## config.mk

```make
export PLATFORM = sky130hd
export DESIGN_NAME = dsp_mult_sched
export DESIGN_NICKNAME = d
export VERILOG_FILES = /design/src/rtl/dsp_mult_sched.sv
export SDC_FILE = /design/constraint.sdc
export NUM_CORES = 1
export LEC_CHECK = 0
export CAP_MARGIN = 25
export CORE_AREA = 2 2 142 144
export DETAILED_ROUTE_END_ITERATION = 6
export DIE_AREA = 0 0 144 146
export DONT_BUFFER_PORTS = 1
export SYNTH_ARGS = -nofsm -noshare
export SYNTH_HDL_FRONTEND = slang
export SYNTH_SLANG_ARGS = --single-unit
```

## constraint.sdc

```tcl
create_clock -name clk -period 3.05 [get_ports clk]
set_input_delay 0.305 -clock clk [delete_from_list [all_inputs] [get_ports clk]]
set_output_delay 0.305 -clock clk [all_outputs]
set_load 0.1 [all_outputs]
```

## src/rtl/dsp_mult_sched.sv

```systemverilog
// Round-robin scheduler that time-shares one DSP48E1 multiplier among N_REQ requesters.
// A tag pipeline follows the DSP registers, so every product comes back with the id of its requester.
module dsp_mult_sched #(
  parameter int N_REQ = 4,
  parameter int LAT   = 3
) (
  input  logic                      clk,
  input  logic                      rst_n,
  input  logic [N_REQ-1:0]          req_valid,
  output logic [N_REQ-1:0]          req_ready,
  input  logic [N_REQ*25-1:0]       req_a,
  input  logic [N_REQ*18-1:0]       req_b,
  output logic [29:0]               dsp_a,
  output logic [17:0]               dsp_b,
  output logic [6:0]                dsp_opmode,
  output logic [3:0]                dsp_alumode,
  output logic                      dsp_ce,
  input  logic [47:0]               dsp_p,
  output logic                      res_valid,
  input  logic                      res_ready,
  output logic [$clog2(N_REQ)-1:0]  res_id,
  output logic [42:0]               res_data,
  output logic [31:0]               ops_done
);

  localparam int             IDW     = $clog2(N_REQ);
  localparam logic [IDW:0]   N_REQ_W = (IDW+1)'(N_REQ);

  logic [IDW-1:0]            rr_ptr_q, rr_ptr_d;
  logic [LAT-1:0]            tag_vld_q, tag_vld_d;
  logic [LAT-1:0][IDW-1:0]   tag_id_q, tag_id_d;
  logic [31:0]               ops_done_q, ops_done_d;

  logic [N_REQ-1:0]          rot;
  logic                      gnt_found;
  logic [IDW:0]              gnt_sum;
  logic [IDW-1:0]            gnt_id;
  logic [IDW:0]              rr_sum;
  logic                      stall;
  logic                      xfer;
  logic [24:0]               a_sel;
  logic [17:0]               b_sel;
  logic                      unused_p;

  assign unused_p = ^dsp_p[47:43];

  assign stall       = res_valid & ~res_ready;
  assign dsp_ce      = ~stall;
  assign dsp_opmode  = 7'b0000101;
  assign dsp_alumode = 4'b0000;

  // Rotate the valid vector so bit 0 is the requester at rr_ptr; first set bit wins.
  always_comb begin
    rot       = N_REQ'({req_valid, req_valid} >> rr_ptr_q);
    gnt_found = 1'b0;
    gnt_sum   = '0;
    for (int k = 0; k < N_REQ; k++) begin
      if (!gnt_found && rot[k]) begin
        gnt_found = 1'b1;
        gnt_sum   = {1'b0, rr_ptr_q} + (IDW+1)'(k);
      end
    end
    if (gnt_sum >= N_REQ_W) begin
      gnt_sum = gnt_sum - N_REQ_W;
    end
    gnt_id = gnt_sum[IDW-1:0];
  end

  // No handshake while in reset, so nothing can be issued into a DSP we are about to ignore.
  assign xfer = gnt_found & ~stall & rst_n;

  always_comb begin
    req_ready = '0;
    a_sel     = '0;
    b_sel     = '0;
    for (int i = 0; i < N_REQ; i++) begin
      if (xfer && (gnt_id == IDW'(i))) begin
        req_ready[i] = 1'b1;
        a_sel        = req_a[i*25 +: 25];
        b_sel        = req_b[i*18 +: 18];
      end
    end
  end

  assign dsp_a = {{5{a_sel[24]}}, a_sel};
  assign dsp_b = b_sel;

  always_comb begin
    rr_sum   = {1'b0, gnt_id} + (IDW+1)'(1);
    if (rr_sum >= N_REQ_W) begin
      rr_sum = '0;
    end
    rr_ptr_d = xfer ? rr_sum[IDW-1:0] : rr_ptr_q;
  end

  // Tags move only with dsp_ce so they stay lined up with the A/B/M registers.
  always_comb begin
    tag_vld_d = tag_vld_q;
    tag_id_d  = tag_id_q;
    if (dsp_ce) begin
      tag_vld_d[0] = xfer;
      tag_id_d[0]  = xfer ? gnt_id : '0;
      for (int k = 1; k < LAT; k++) begin
        tag_vld_d[k] = tag_vld_q[k-1];
        tag_id_d[k]  = tag_id_q[k-1];
      end
    end
  end

  always_comb begin
    ops_done_d = ops_done_q;
    if (res_valid && res_ready) begin
      ops_done_d = ops_done_q + 32'd1;
    end
  end

  always_ff @(posedge clk or negedge rst_n) begin
    if (!rst_n) begin
      rr_ptr_q   <= '0;
      tag_vld_q  <= '0;
      tag_id_q   <= '0;
      ops_done_q <= '0;
    end else begin
      rr_ptr_q   <= rr_ptr_d;
      tag_vld_q  <= tag_vld_d;
      tag_id_q   <= tag_id_d;
      ops_done_q <= ops_done_d;
    end
  end

  assign res_valid = tag_vld_q[LAT-1];
  assign res_id    = tag_id_q[LAT-1];
  assign res_data  = dsp_p[42:0];
  assign ops_done  = ops_done_q;

endmodule

```

# Yosys cells after proc, flatten, opt, wreduce, memory -nomap -nowiden
# Index checks and enable logic that the tools add are counted.
[totals]
reg_bits = 43
inputBits = 227
out_inout_bits = 142
wordCells = 58
[classes]
n_addsub = 6
magnitude_cmp = 2
n_eq_ne = 3
shift = 1
n_mux = 23
bitwise = 5
reduce_logical = 12
[ops]
columns = ["operator", "count"]
rows = [
  ["25-bit 2-to-1 mux", 4],
  ["18-bit 2-to-1 mux", 4],
  ["32-bit by 1-bit adder with 32-bit output, second input constant", 1],
  ["3-bit 2-to-1 mux", 3],
  ["1-bit logical AND", 8],
  ["1-bit 2-to-1 mux", 8],
  ["2-bit 2-to-1 mux", 4],
  ["8-bit by 2-bit right shift with 4-bit output", 1],
  ["2-bit by 1-bit adder with 3-bit output, second input constant", 2],
  ["2-bit by 2-bit adder with 3-bit output, second input constant", 2],
  ["3-bit >= comparator, second input constant", 2],
  ["2-bit == test, second input constant", 2],
  ["1-bit AND", 3],
  ["1-bit logical NOT", 3],
  ["2-bit by 1-bit == test with 1-bit output, second input constant", 1],
  ["2-bit logical NOT", 1],
  ["1-bit NOT", 2],
  ["2-bit by 1-bit subtractor with 2-bit output, second input constant", 1],
]

# Longest topological paths before layout
[logic_depth]
ltp_word = 19
ltp_mapped = 12
mapped_depth_nobuf = 9

# Worst setup path after synthesis
# OpenSTA, ideal clock, no wires.
[synth_path]
kind = "register to output"
startpoint = "register tag_vld_q[2]"
endpoint = "output port dsp_a[25]"
arrival_ns = 4.077
required_time_ns = 2.745
slack_ns = -1.332
path_stages_with_launch = 10
cell_sequence = "dfrtp_1 nor2b_1 buf_6 clkinv_4 nand2_2 a31o_1 buf_6 buf_6 a21oi_1 buf_4"
[synth_via]
elab_chain_cells = 9
word_cells_on_any_way = 12
cone_classes = "mux (4); bitwise (4); reduce/logical (4)"
[synth_rtl]
columns = ["element", "line_no", "text"]
rows = [
  ["start, declared", "30", "logic [LAT-1:0] tag_vld_q, tag_vld_d;"],
  ["start signal, assigned", "125", "tag_vld_q <= tag_vld_d;"],
  ["1-bit AND (*)", "47", "assign stall = res_valid & ~res_ready;"],
  ["1-bit NOT (*)", "-", ""],
  ["net dsp_ce", "17", "output logic dsp_ce,"],
  ["1-bit AND (*) (2 in a row)", "70", "assign xfer = gnt_found & ~stall & rst_n;"],
  ["1-bit logical AND", "77", "if (xfer && (gnt_id == IDW'(i))) begin"],
  ["25-bit 2-to-1 mux (3 in a row)", "77", ""],
  ["25-bit 2-to-1 mux (*)", "77", ""],
  ["end, declared", "13", "output logic [29:0] dsp_a,"],
]
# Mark *: on every way through the listed nets, which the timed path passes. The rest lies on a longest branch.

# Worst setup path in the final report
[layout_path]
startpoint = "register rr_ptr_q[0]"
endpoint = "output port dsp_a[24]"
[layout_via]
elab_chain_cells = 19
word_cells_on_any_way = 35
cone_classes = "add/sub (4); order compare (1); eq/ne (3); shift (1); mux (13); bitwise (2); reduce/logical (11)"
[layout_rtl]
columns = ["element", "line_no", "text"]
rows = [
  ["start, declared", "29", "logic [IDW-1:0] rr_ptr_q, rr_ptr_d;"],
  ["start signal, assigned", "124", "rr_ptr_q <= rr_ptr_d;"],
  ["8-bit by 2-bit right shift with 4-bit output", "54", "rot = N_REQ'({req_valid, req_valid} >> rr_ptr_q);"],
  ["1-bit 2-to-1 mux", "58", "if (!gnt_found && rot[k]) begin"],
  ["1-bit logical NOT", "58", ""],
  ["1-bit logical AND", "58", ""],
  ["1-bit 2-to-1 mux", "58", ""],
  ["1-bit logical NOT", "58", ""],
  ["1-bit logical AND", "58", ""],
  ["1-bit 2-to-1 mux", "58", ""],
  ["1-bit logical NOT", "58", ""],
  ["1-bit logical AND", "58", ""],
  ["3-bit 2-to-1 mux", "58", ""],
  ["3-bit >= comparator or 2-bit by 1-bit subtractor with 2-bit output (tied branches)", "63, 64", ""],
  ["2-bit 2-to-1 mux", "63", "if (gnt_sum >= N_REQ_W) begin"],
  ["2-bit logical NOT", "77", ""],
  ["1-bit logical AND", "77", ""],
  ["25-bit 2-to-1 mux (3 in a row)", "77", ""],
  ["25-bit 2-to-1 mux (*)", "77", ""],
]
# Mark *: on every way between the ends. The rest lies on a longest branch, timed or not.

==> impl_results.md <==
- Outcome: finished clean
- Logic pwr share: 77.4%
- Maximum fanout along the worst path: 5
- GRT busiest layer: met2
- Drt pass-1 iters: 4
- CP max-delay cell: clkbuf_16
- Power share of the clock group: 9.6%
- Setup Total Neg Slack: 0 ps
- Kind of end point of the critical path: output pin
- Share of flip-flops with an asynchronous set or reset: 100%
- All-Layer GR Usage: 14.0%
- Layout cells sized above 1: 36.5%
- Cells along the critical path: o221ai_1 > a21o_1 > inv_1 > ha_2 > nor2b_4 > a221o_1 > o211ai_1 > a21oi_4 > clkbuf_16
- Hold WS: 215 ps
- First-pass GRT wire length: 22800 um
- Critical Path Start Type: flop
- Wire per inst: 20.5 um
- Critical R2R Capture: ops_done[21]
- Placed cell areas: 0.00546 mm2
- Yosys top cell area share: 27.5%
- Met3 usage: 4.34%
- Non-Filler Instances: 751
- Worst EP required: 2740 ps
- Fill cells: 2041
- Routed via count: 3667
- Hold Path Class: in2reg
- GR Layer Usage met1: 17.7%
- Commonest cells in the netlist: 72 x nand2_1, 61 x buf_4, 45 x a21oi_1
- Final Hold Fails: 0
- Clk sinks: 43
- CTS tree: done
- Worst Tran Pin Value: 933 ps
- Layout overhead on the synthesized area: 46.1%
- Htree depth: 2
- Placed cells: 738
- Vias in the first global route: 3703
- Setup violators final: 0
- Max_cap viols: 0
- 1st-iter DRT viols: 175
- Mapped cell area: 0.00391 mm2
- EDFF count, synth: 0
- Post-Route WL: 15400 um
- Sequential share of power: 13.0%
- Max Clk Rate: 0.341 GHz
- # DRC: 0
- Yosys reg bits: 43
- Max incr delay on CP: 430 ps
- Pleak: 2.21 nW
- Mean post-synth cell area: 8.40 um2
- Peak VDD IR: 0.000504 V
- FP Rows: 51
- Sequential area share after synthesis: 27.5%
- Slew Limit Headroom: 37.8%
- Max Slew Vio Count: 0
- Worst setup path endpoint: dsp_a[24]
- Tmin final: 2930 ps
- Clk Latency, worst-skew pair: 280 ps
- Routability congestion estimate: 0.785
- Pwr Density: 1130 mW/mm2
- Reg2Reg Depth: 5
- Design Area, Final: 0.00571 mm2
- Commonest register cell after synthesis: dfrtp_1
- CP Launch Point: rr_ptr_q[0]
- Longest Clk Path Bufs: 2
- Crit path max-delay family: compound AO/OA/AOI/OAI gates
- Top-count cell post-synth: nand2_1
- Die ar.: 0.0210 mm2
- Post-Synthesis Cells: 465
- Clock skew: 4.19 ps
- IO Count: 369
- Final ANT Viol Nets: 0
- Warnings from Yosys: 0
- Critical path depth: 9
- Detail Placement HPWL: 12400 um
- Worst EP arrival: 2630 ps
- CTS buffer count: 5
- Leading area contributor after synthesis: dfrtp_1
- Crit share post-route: 96.1%
- Worst Path Buf+Inv: 2
- R2R setup slack: 1020 ps
- Cell variety after synth: 42
- GRT overflow: 0
- Worst-path clk slew: 60 ps
- Met2 usage: 23.5%
- Largest net degree at the start of global routing: 44
- Psw: 3.73 mW
- R2r startpoint: tag_vld_q[2]
- Nets: 716
- Initial antenna violation count: 1
- Total power: 6.43 mW
- Die extent in y: 146 um
- DR vias/cell: 4.88
- Switching share of power: 58.0%
- Critical setup path kind: reg2out
- P_int: 2.70 mW
- I/O Buffers: 0
- Placeable Area: 0.0193 mm2
- Root buffer cell: clkbuf_16
- Unrepaired setup endpoints after global routing: yes
- Largest cells by area after synthesis: dfrtp_1 28%, buf_4 12%, a221o_1 11%, o211ai_1 8.3%, nand2_1 6.9%
- Die width: 144 um
- Starting density of the core: 20.2%
[what timing repair did]
action | 4_1_cts | 5_1_grt
endpoints found under the hold margin | 43 | 0
hold buffers | 2 | 0
setup buffers | 0 | 2
resized for setup | 0 | 4
endpoints found under the setup margin | 0 | 46
[state kept, by name, indices dropped and copies added, names as in the netlist]
register,count
ops_done,32
tag_id_q,4
tag_vld_q,3
res_id,2
rr_ptr_q,2
[layer usage]
metal  part of all wire, %  up-vias  routed length (um)
met1                    40     1790                6170
li1                      -     1662                   -
met2                    49      205                7590
met4                   1.1        0                 176
met3                   9.4       10                1440
met5                     0        -                   0
[layout make-up]
| type | count | area, um2 | share of cell area [%] |
|---|---|---|---|
| inverters | 14 | 57.6 | 1.01 |
| flip-flops and latches | 43 | 1080 | 18.9 |
| clock inverters | 2 | 35.0 | 0.614 |
| well taps | 265 | 332 | 5.81 |
| multi-input cells | 320 | 2650 | 46.5 |
| repair buffers | 100 | 1410 | 24.7 |
| clock buffers | 6 | 139 | 2.43 |
| diodes | 1 | 2.50 | 0.0439 |
[kinds of logic (layout without fill, tap and decap cells)]
group	Yosys count	after routing	synth area share, %
and+or+nand+nor	131	131	17.9
adders and majority gates	5	5	1.60
AOI/OAI and AO/OA	140	140	26.9
DFF	43	43	27.5
buffers and inverters	111	122	18.3
muxes	2	2	0.673
other	2	12	0.192
xor gates and xnor gates	31	31	6.95
[layout by cell type, fill, tap and decap left out, types with 4 or more instances in the layout]
| cell | Yosys | layout |
|---|---|---|
| nand2_1 | 72 | 72 |
| buf_12 | 0 | 49 |
| buf_4 | 61 | 46 |
| a221o_1 | 43 | 43 |
| o211ai_1 | 43 | 43 |
| dfrtp_1 | 43 | 42 |
| a21oi_4 | 0 | 40 |
| xnor2_1 | 22 | 22 |
| nand3_1 | 14 | 14 |
| inv_1 | 11 | 11 |
| conb_1 | 2 | 11 |
| xor2_1 | 9 | 9 |
| clkbuf_16 | 0 | 6 |
| nor2_1 | 9 | 5 |
| and3_1 | 5 | 5 |
| nor3_1 | 5 | 5 |
| nor2_2 | 0 | 4 |
| nor4_2 | 4 | 4 |
| nand4_1 | 4 | 4 |
[through the flow]
step | setup slack, ps | utilization, %
global route | -12.0 | 29.5
floorplan | -226 | -
finish | 119 | 29.5
global placement | 348 | 28.2
detailed placement | 323 | 28.2
CTS | 0.809 | 29.3
[power groups by stage]
stage / clock network, mW / logic (mW) / registers, mW
after detailed placement: 0 / 4.94 / 0.844
final: 0.619 / 4.97 / 0.835
after CTS: 0.632 / 4.97 / 0.836
after global routing: 0.659 / 5.21 / 0.852
after global placement: 0 / 4.91 / 0.839
after floorplan: 0 / 3.77 / 1.06
[worst min-delay path by stage]
stage | slack [ps] | from | to | cells past startpoint
after floorplan | 9 | rst_n | ops_done[0] | 0
after global placement | 10 | rst_n | ops_done[10] | 0
after detailed placement | 10 | rst_n | ops_done[10] | 0
after CTS | 210 | res_ready | ops_done[0] | 2
after global routing | 210 | res_ready | ops_done[0] | 2
final | 220 | res_ready | ops_done[0] | 2
Power figures use the tool's default switching activity.
